[src/rtl/ula_seq.sv]
// Sequential ALU: single-cycle logic/arith ops, iterative shifts (1 bit/cycle) and shift-add multiply.
// Latency 0 / k / TAM edges after start into DONE; start is ignored while busy (no queuing).
module ula_seq #(
   parameter int TAM = 16
) (
   input  logic           clk,
   input  logic           rst,
   input  logic           start,
   input  logic [3:0]     op,
   input  logic [TAM-1:0] opA,
   input  logic [TAM-1:0] opB,
   input  logic [3:0]     dest_in,
   output logic [TAM-1:0] result,
   output logic [3:0]     dest_out,
   output logic           wr_en,
   output logic           busy,
   output logic           zero,
   output logic           carry
);

   localparam logic [1:0] S_IDLE  = 2'd0;
   localparam logic [1:0] S_SHIFT = 2'd1;
   localparam logic [1:0] S_MUL   = 2'd2;
   localparam logic [1:0] S_DONE  = 2'd3;

   localparam logic [3:0] OP_SHL = 4'd6;
   localparam logic [3:0] OP_SHR = 4'd7;
   localparam logic [3:0] OP_MUL = 4'd8;

   localparam int CW = ($clog2(TAM + 1) > 4) ? $clog2(TAM + 1) : 4;

   logic [1:0]       state;
   logic [CW-1:0]    cnt;
   logic [TAM-1:0]   a_r;
   logic [TAM-1:0]   sh_r;
   logic             shr_r;
   logic [3:0]       dest_r;
   logic [2*TAM-1:0] prod;

   logic [TAM-1:0]   alu_res;
   logic             alu_c;
   logic             legal;
   logic [TAM-1:0]   sh_next;
   logic             sh_out;
   logic [TAM:0]     msum;
   logic [2*TAM-1:0] prod_next;

   assign busy  = (state != S_IDLE);
   assign legal = (op <= 4'd9);

   // Single-cycle results; shifts reach here only with a zero shift count
   always_comb begin
      alu_res = '0;
      alu_c   = 1'b0;
      case (op)
         4'd0:    {alu_c, alu_res} = {1'b0, opA} + {1'b0, opB};
         4'd1:    {alu_c, alu_res} = {1'b0, opA} - {1'b0, opB};
         4'd2:    alu_res = opA & opB;
         4'd3:    alu_res = opA | opB;
         4'd4:    alu_res = opA ^ opB;
         4'd5:    alu_res = ~opA;
         4'd6,
         4'd7:    alu_res = opA;
         4'd9:    alu_res = opB;
         default: alu_res = '0;
      endcase
   end

   always_comb begin
      sh_next = shr_r ? (sh_r >> 1) : (sh_r << 1);
      sh_out  = shr_r ? sh_r[0] : sh_r[TAM-1];
      msum      = {1'b0, prod[2*TAM-1:TAM]} + (prod[0] ? {1'b0, a_r} : '0);
      prod_next = {msum, prod[TAM-1:1]};
   end

   always_ff @(posedge clk or posedge rst) begin
      if (rst) begin
         state    <= S_IDLE;
         cnt      <= '0;
         a_r      <= '0;
         sh_r     <= '0;
         shr_r    <= 1'b0;
         dest_r   <= '0;
         prod     <= '0;
         result   <= '0;
         dest_out <= '0;
         zero     <= 1'b0;
         carry    <= 1'b0;
         wr_en    <= 1'b0;
      end else begin
         wr_en <= 1'b0;
         case (state)
            S_IDLE: if (start) begin
               dest_r <= dest_in;
               a_r    <= opA;
               shr_r  <= (op == OP_SHR);
               if ((op == OP_SHL || op == OP_SHR) && opB[3:0] != 4'd0) begin
                  sh_r  <= opA;
                  cnt   <= CW'(opB[3:0]);
                  state <= S_SHIFT;
               end else if (op == OP_MUL) begin
                  prod  <= {{TAM{1'b0}}, opB};
                  cnt   <= CW'(TAM);
                  state <= S_MUL;
               end else begin
                  state <= S_DONE;
                  if (legal) begin
                     result   <= alu_res;
                     zero     <= (alu_res == '0);
                     carry    <= alu_c;
                     dest_out <= dest_in;
                     wr_en    <= 1'b1;
                  end
               end
            end
            S_SHIFT: begin
               sh_r <= sh_next;
               cnt  <= cnt - 1'b1;
               if (cnt == CW'(1)) begin
                  state    <= S_DONE;
                  result   <= sh_next;
                  zero     <= (sh_next == '0);
                  carry    <= sh_out;
                  dest_out <= dest_r;
                  wr_en    <= 1'b1;
               end
            end
            S_MUL: begin
               prod <= prod_next;
               cnt  <= cnt - 1'b1;
               if (cnt == CW'(1)) begin
                  state    <= S_DONE;
                  result   <= prod_next[TAM-1:0];
                  zero     <= (prod_next[TAM-1:0] == '0);
                  carry    <= |prod_next[2*TAM-1:TAM];
                  dest_out <= dest_r;
                  wr_en    <= 1'b1;
               end
            end
            S_DONE:  state <= S_IDLE;
            default: state <= S_IDLE;
         endcase
      end
   end

endmodule

[config.mk]
export PLATFORM = sky130hd
export DESIGN_NAME = ula_seq
export DESIGN_NICKNAME = d
export VERILOG_FILES = /design/src/rtl/ula_seq.sv
export SDC_FILE = /design/constraint.sdc
export NUM_CORES = 1
export LEC_CHECK = 0
export BUFFER_PORTS_ARGS = -buffer_cell sky130_fd_sc_hd__buf_2
export CAP_MARGIN = 20
export CORE_MARGIN = 8
export CORE_UTILIZATION = 40
export DETAILED_ROUTE_END_ITERATION = 7
export GPL_ROUTABILITY_DRIVEN = 1
export PLACE_DENSITY = 0.63
export SYNTH_ARGS = -nofsm -noshare
export SYNTH_HDL_FRONTEND = slang
export SYNTH_SLANG_ARGS = --single-unit
[constraint.sdc]
create_clock -name clk -period 4.6 [get_ports clk]
set_input_delay 0.23 -clock clk [delete_from_list [all_inputs] [get_ports clk]]
set_output_delay 0.23 -clock clk [all_outputs]
set_load 0.05 [all_outputs]
==> results by group <==
Run status
  • Outcome: finished clean

Final layout
  • Layout cells sized above 1: 11.9%
  • Nets: 1251
  • Final Cell Area: 0.00971 mm^2
  • Finished Core Util: 44.9%
  • Area Overhead vs Synth: 11.2%

Clock tree
  • Clock Sinks: 99
  • Post-CTS Hold Buffers: 0
  • Insertion delay to the later sink of the worst-skew pair: 360 ps
  • H-Tree Depth: 3
  • Clock transition at path regs: 70 ps
  • CTS tree: done
  • Post CTS Setup Buffer Count: 0
  • Clock Tree Buf Depth: 2
  • Clk root buf: clkbuf_16
  • Inserted Clock Buffers: 9
  • Cts repair resizes: 0

Run
  • MaxCap Viol Count: 0

Timing
  • Max Clk Rate: 256 MHz
  • Least-Margin Pin Slew: 893 ps
  • WHS: 117 ps
  • Fin. max-slew vios: 0
  • Rel. slew slack: 40.1%
  • Final Cycle Share: 85.0%
  • Worst Skew: 11.9 ps
  • Hold Fails Final Rpt: 0
  • RSZ-0062 raised after global routing: no
  • Setup TNS: 0 ps
  • Final setup vio count: 0
  • Min Tclk post-route: 3910 ps

Worst setup path
  • Crit path DAT: 4140 ps
  • CP Max Fanout: 27
  • Crit path required time: 4830 ps
  • Crit. Startpoint: state[1]$_DFFE_PP0P_
  • Crit path largest cell delay: 480 ps
  • Worst R2R Start: state[1]$_DFFE_PP0P_
  • Worst r2r path cells: 11
  • Register-to-register setup slack: 690 ps
  • Critical-path cell list: inv_1, ha_1, buf_4, inv_2, o21ai_0, or4b_1, or4b_1, or4_1, or4_1, a2111oi_2, a211oi_1
  • CP max-delay cell: or4b_1
  • Worst r2r dst: carry$_DFFE_PP0P_
  • Crit path capture type: register
  • Setup crit start kind: register
  • Crit Path Category: register to register
  • Worst Setup EP: carry$_DFFE_PP0P_

Hold path
  • Hold Crit Class: input port to register

Detailed routing
  • Final ANT Viol Nets: 0
  • DR pass1 iterations: 5
  • Wire per inst: 20.0 um
  • Vias: 8456
  • Routed vias/inst: 5.95
  • DRC: 0
  • DR iter-0 viols: 811
  • Routed wire length: 28.3 mm

Floorplan
  • Die area: 0.0268 mm^2
  • Die Span Y: 164 um
  • Top-Level Pins: 67
  • Row count: 54
  • CORE AREA: 0.0216 mm^2
  • Initial core utilization: 40.4%
  • DIE WIDTH: 164 um

Power
  • Final Power: 5.55 mW
  • Power density over the cells: 571 mW/mm^2
  • VDD IR max: 0.000316 V
  • Leak Pwr: 4.34 nW

Yosys
  • Synthesized Nets: 1218
  • Post-Syn Area per Cell: 7.93 um^2
  • Post-synth EDFFs: 0
  • Ys async rst share: 100%
  • Sequential-to-total area share from yosys stat: 28.4%
  • Syn Std Cell Area: 0.00873 mm^2
  • Post-synth cell types: 76
  • Yosys reg bits: 99
  • Mapped Cells: 1101
  • Prevailing post-synth register cell: dfrtp_1
  • Syn. warnings: 0

Global route
  • Antenna violations before repair: 1
  • Vias in the first global route: 8068
  • GRT Util Overall: 21.0%
  • Grt ovf: 0
  • First-pass GRT wire length: 44.7 mm
  • Largest net degree at the start of global routing: 78

Placement
  • Post-DP Area: 0.00934 mm^2
  • Gpl congestion: 0.911
  • IO buf count: 66
  • Post-DP HPWL: 21.3 mm
[synthesized netlist by cell type, drive strengths merged, types with 12 or more instances]
cell	count	share of area (%)
nor2b	19	1.4
o31ai	17	1.5
a21boi	22	1.9
clkbuf	59	2.5
inv	72	3.1
and2	23	1.6
a21oi	75	4.3
a31oi	14	1.0
ha	71	10
mux2i	24	2.8
nand2	119	5.1
o211ai	15	1.3
nand3	22	1.3
o21ai	115	6.6
mux2	12	1.5
dfrtp	99	28
nor2	70	3.0
nor3	29	1.7
a211oi	15	1.3
[flip-flops by register name, summed over array words and instances, names as in the netlist]
name,cells
zero,1
a_r,16
dest_r,4
prod,32
wr_en,1
result,16
shr_r,1
sh_r,16
carry,1
cnt,5
state,2
dest_out,4
[metrics by stage]
step / cells / setup slack, ps
final: 1420 / 690
after global routing: 1420 / 542
after CTS: 1416 / 732
after floorplan: 1101 / 1050
after global placement: 1400 / 904
after detailed placement: 1400 / 755
[layout by cell type, fill, tap and decap left out, types with 7 or more instances in the layout]
| master | count |
|---|---|
| nand2_1 | 119 |
| o21ai_0 | 99 |
| dfrtp_1 | 99 |
| a21oi_1 | 74 |
| ha_1 | 71 |
| nor2_1 | 70 |
| inv_1 | 69 |
| buf_2 | 66 |
| nor3_1 | 29 |
| mux2i_1 | 24 |
| and2_1 | 23 |
| nand3_1 | 22 |
| a21boi_0 | 21 |
| buf_4 | 20 |
| nor2b_1 | 19 |
| o31ai_1 | 17 |
| o21ai_1 | 16 |
| a211oi_1 | 15 |
| o211ai_1 | 15 |
| a31oi_1 | 13 |
| a21o_1 | 11 |
| nand2b_1 | 11 |
| mux2_2 | 11 |
| a22oi_1 | 11 |
| a22o_1 | 10 |
| nor3b_1 | 10 |
| a221oi_1 | 10 |
| clkbuf_16 | 9 |
| or2_2 | 8 |
| nor4_1 | 7 |
| xnor2_1 | 7 |
| and3_1 | 7 |
| xor2_1 | 7 |
[final cells by class]
| cell class | instances | area (um^2) |
|---|---|---|
| diodes | 1 | 2.50 |
| flip-flops and latches | 99 | 2480 |
| repair buffers | 89 | 533 |
| multi-input cells | 863 | 5760 |
| inverters | 72 | 273 |
| well taps | 280 | 350 |
| clock inverters | 4 | 56.3 |
| clock buffers | 12 | 256 |
| fillers | 2197 | 11900 |
[per-layer routing]
metal | wire length (um) | track usage, % | vias up | share of wire [%]
met3 | 1890 | 3.11 | 35 | 6.7
met2 | 13100 | 33.5 | 342 | 46
met1 | 12800 | 28.8 | 4010 | 45
met4 | 598 | 6.90 | 0 | 2.1
met5 | 0 | 0 | - | 0
li1 | - | - | 4069 | -
[worst min-delay path by stage]
stage | startpoint | endpoint | slack, ps | cells past startpoint
floorplan | opB[2] | cnt[2]$_DFFE_PP0P_ | 370 | 2
global placement | a_r[9]$_DFFE_PP0P_ | a_r[9]$_DFFE_PP0P_ | 460 | 2
detailed placement | a_r[8]$_DFFE_PP0P_ | a_r[8]$_DFFE_PP0P_ | 460 | 2
CTS | dest_in[3] | dest_r[3]$_DFFE_PP0P_ | 110 | 2
global route | dest_in[1] | dest_r[1]$_DFFE_PP0P_ | 120 | 2
finish | dest_in[1] | dest_r[1]$_DFFE_PP0P_ | 120 | 2
[cell families after synthesis]
group | after synthesis | synth area share [%]
AOI/OAI and AO/OA | 377 | 28.1
DFF | 99 | 28.4
adders and majority gates | 74 | 10.9
muxes | 36 | 4.30
xor gates and xnor gates | 14 | 1.40
buffers and inverters | 139 | 6.01
and+or+nand+nor | 362 | 20.9
[critical path, delay by kind of cell, from the launching register on]
kind,cells,cell delay [ps]
compound gates,3,730
fa+ha+maj,1,180
flops,1,400
simple gates,4,1810
buf+inv,3,640
[report_power, final]
part | switching (mW) | internal [mW]
sequential | 0.269 | 1.27
clock | 0.364 | 0.457
combinational | 2.12 | 1.08
Power figures use the tool's default switching activity.
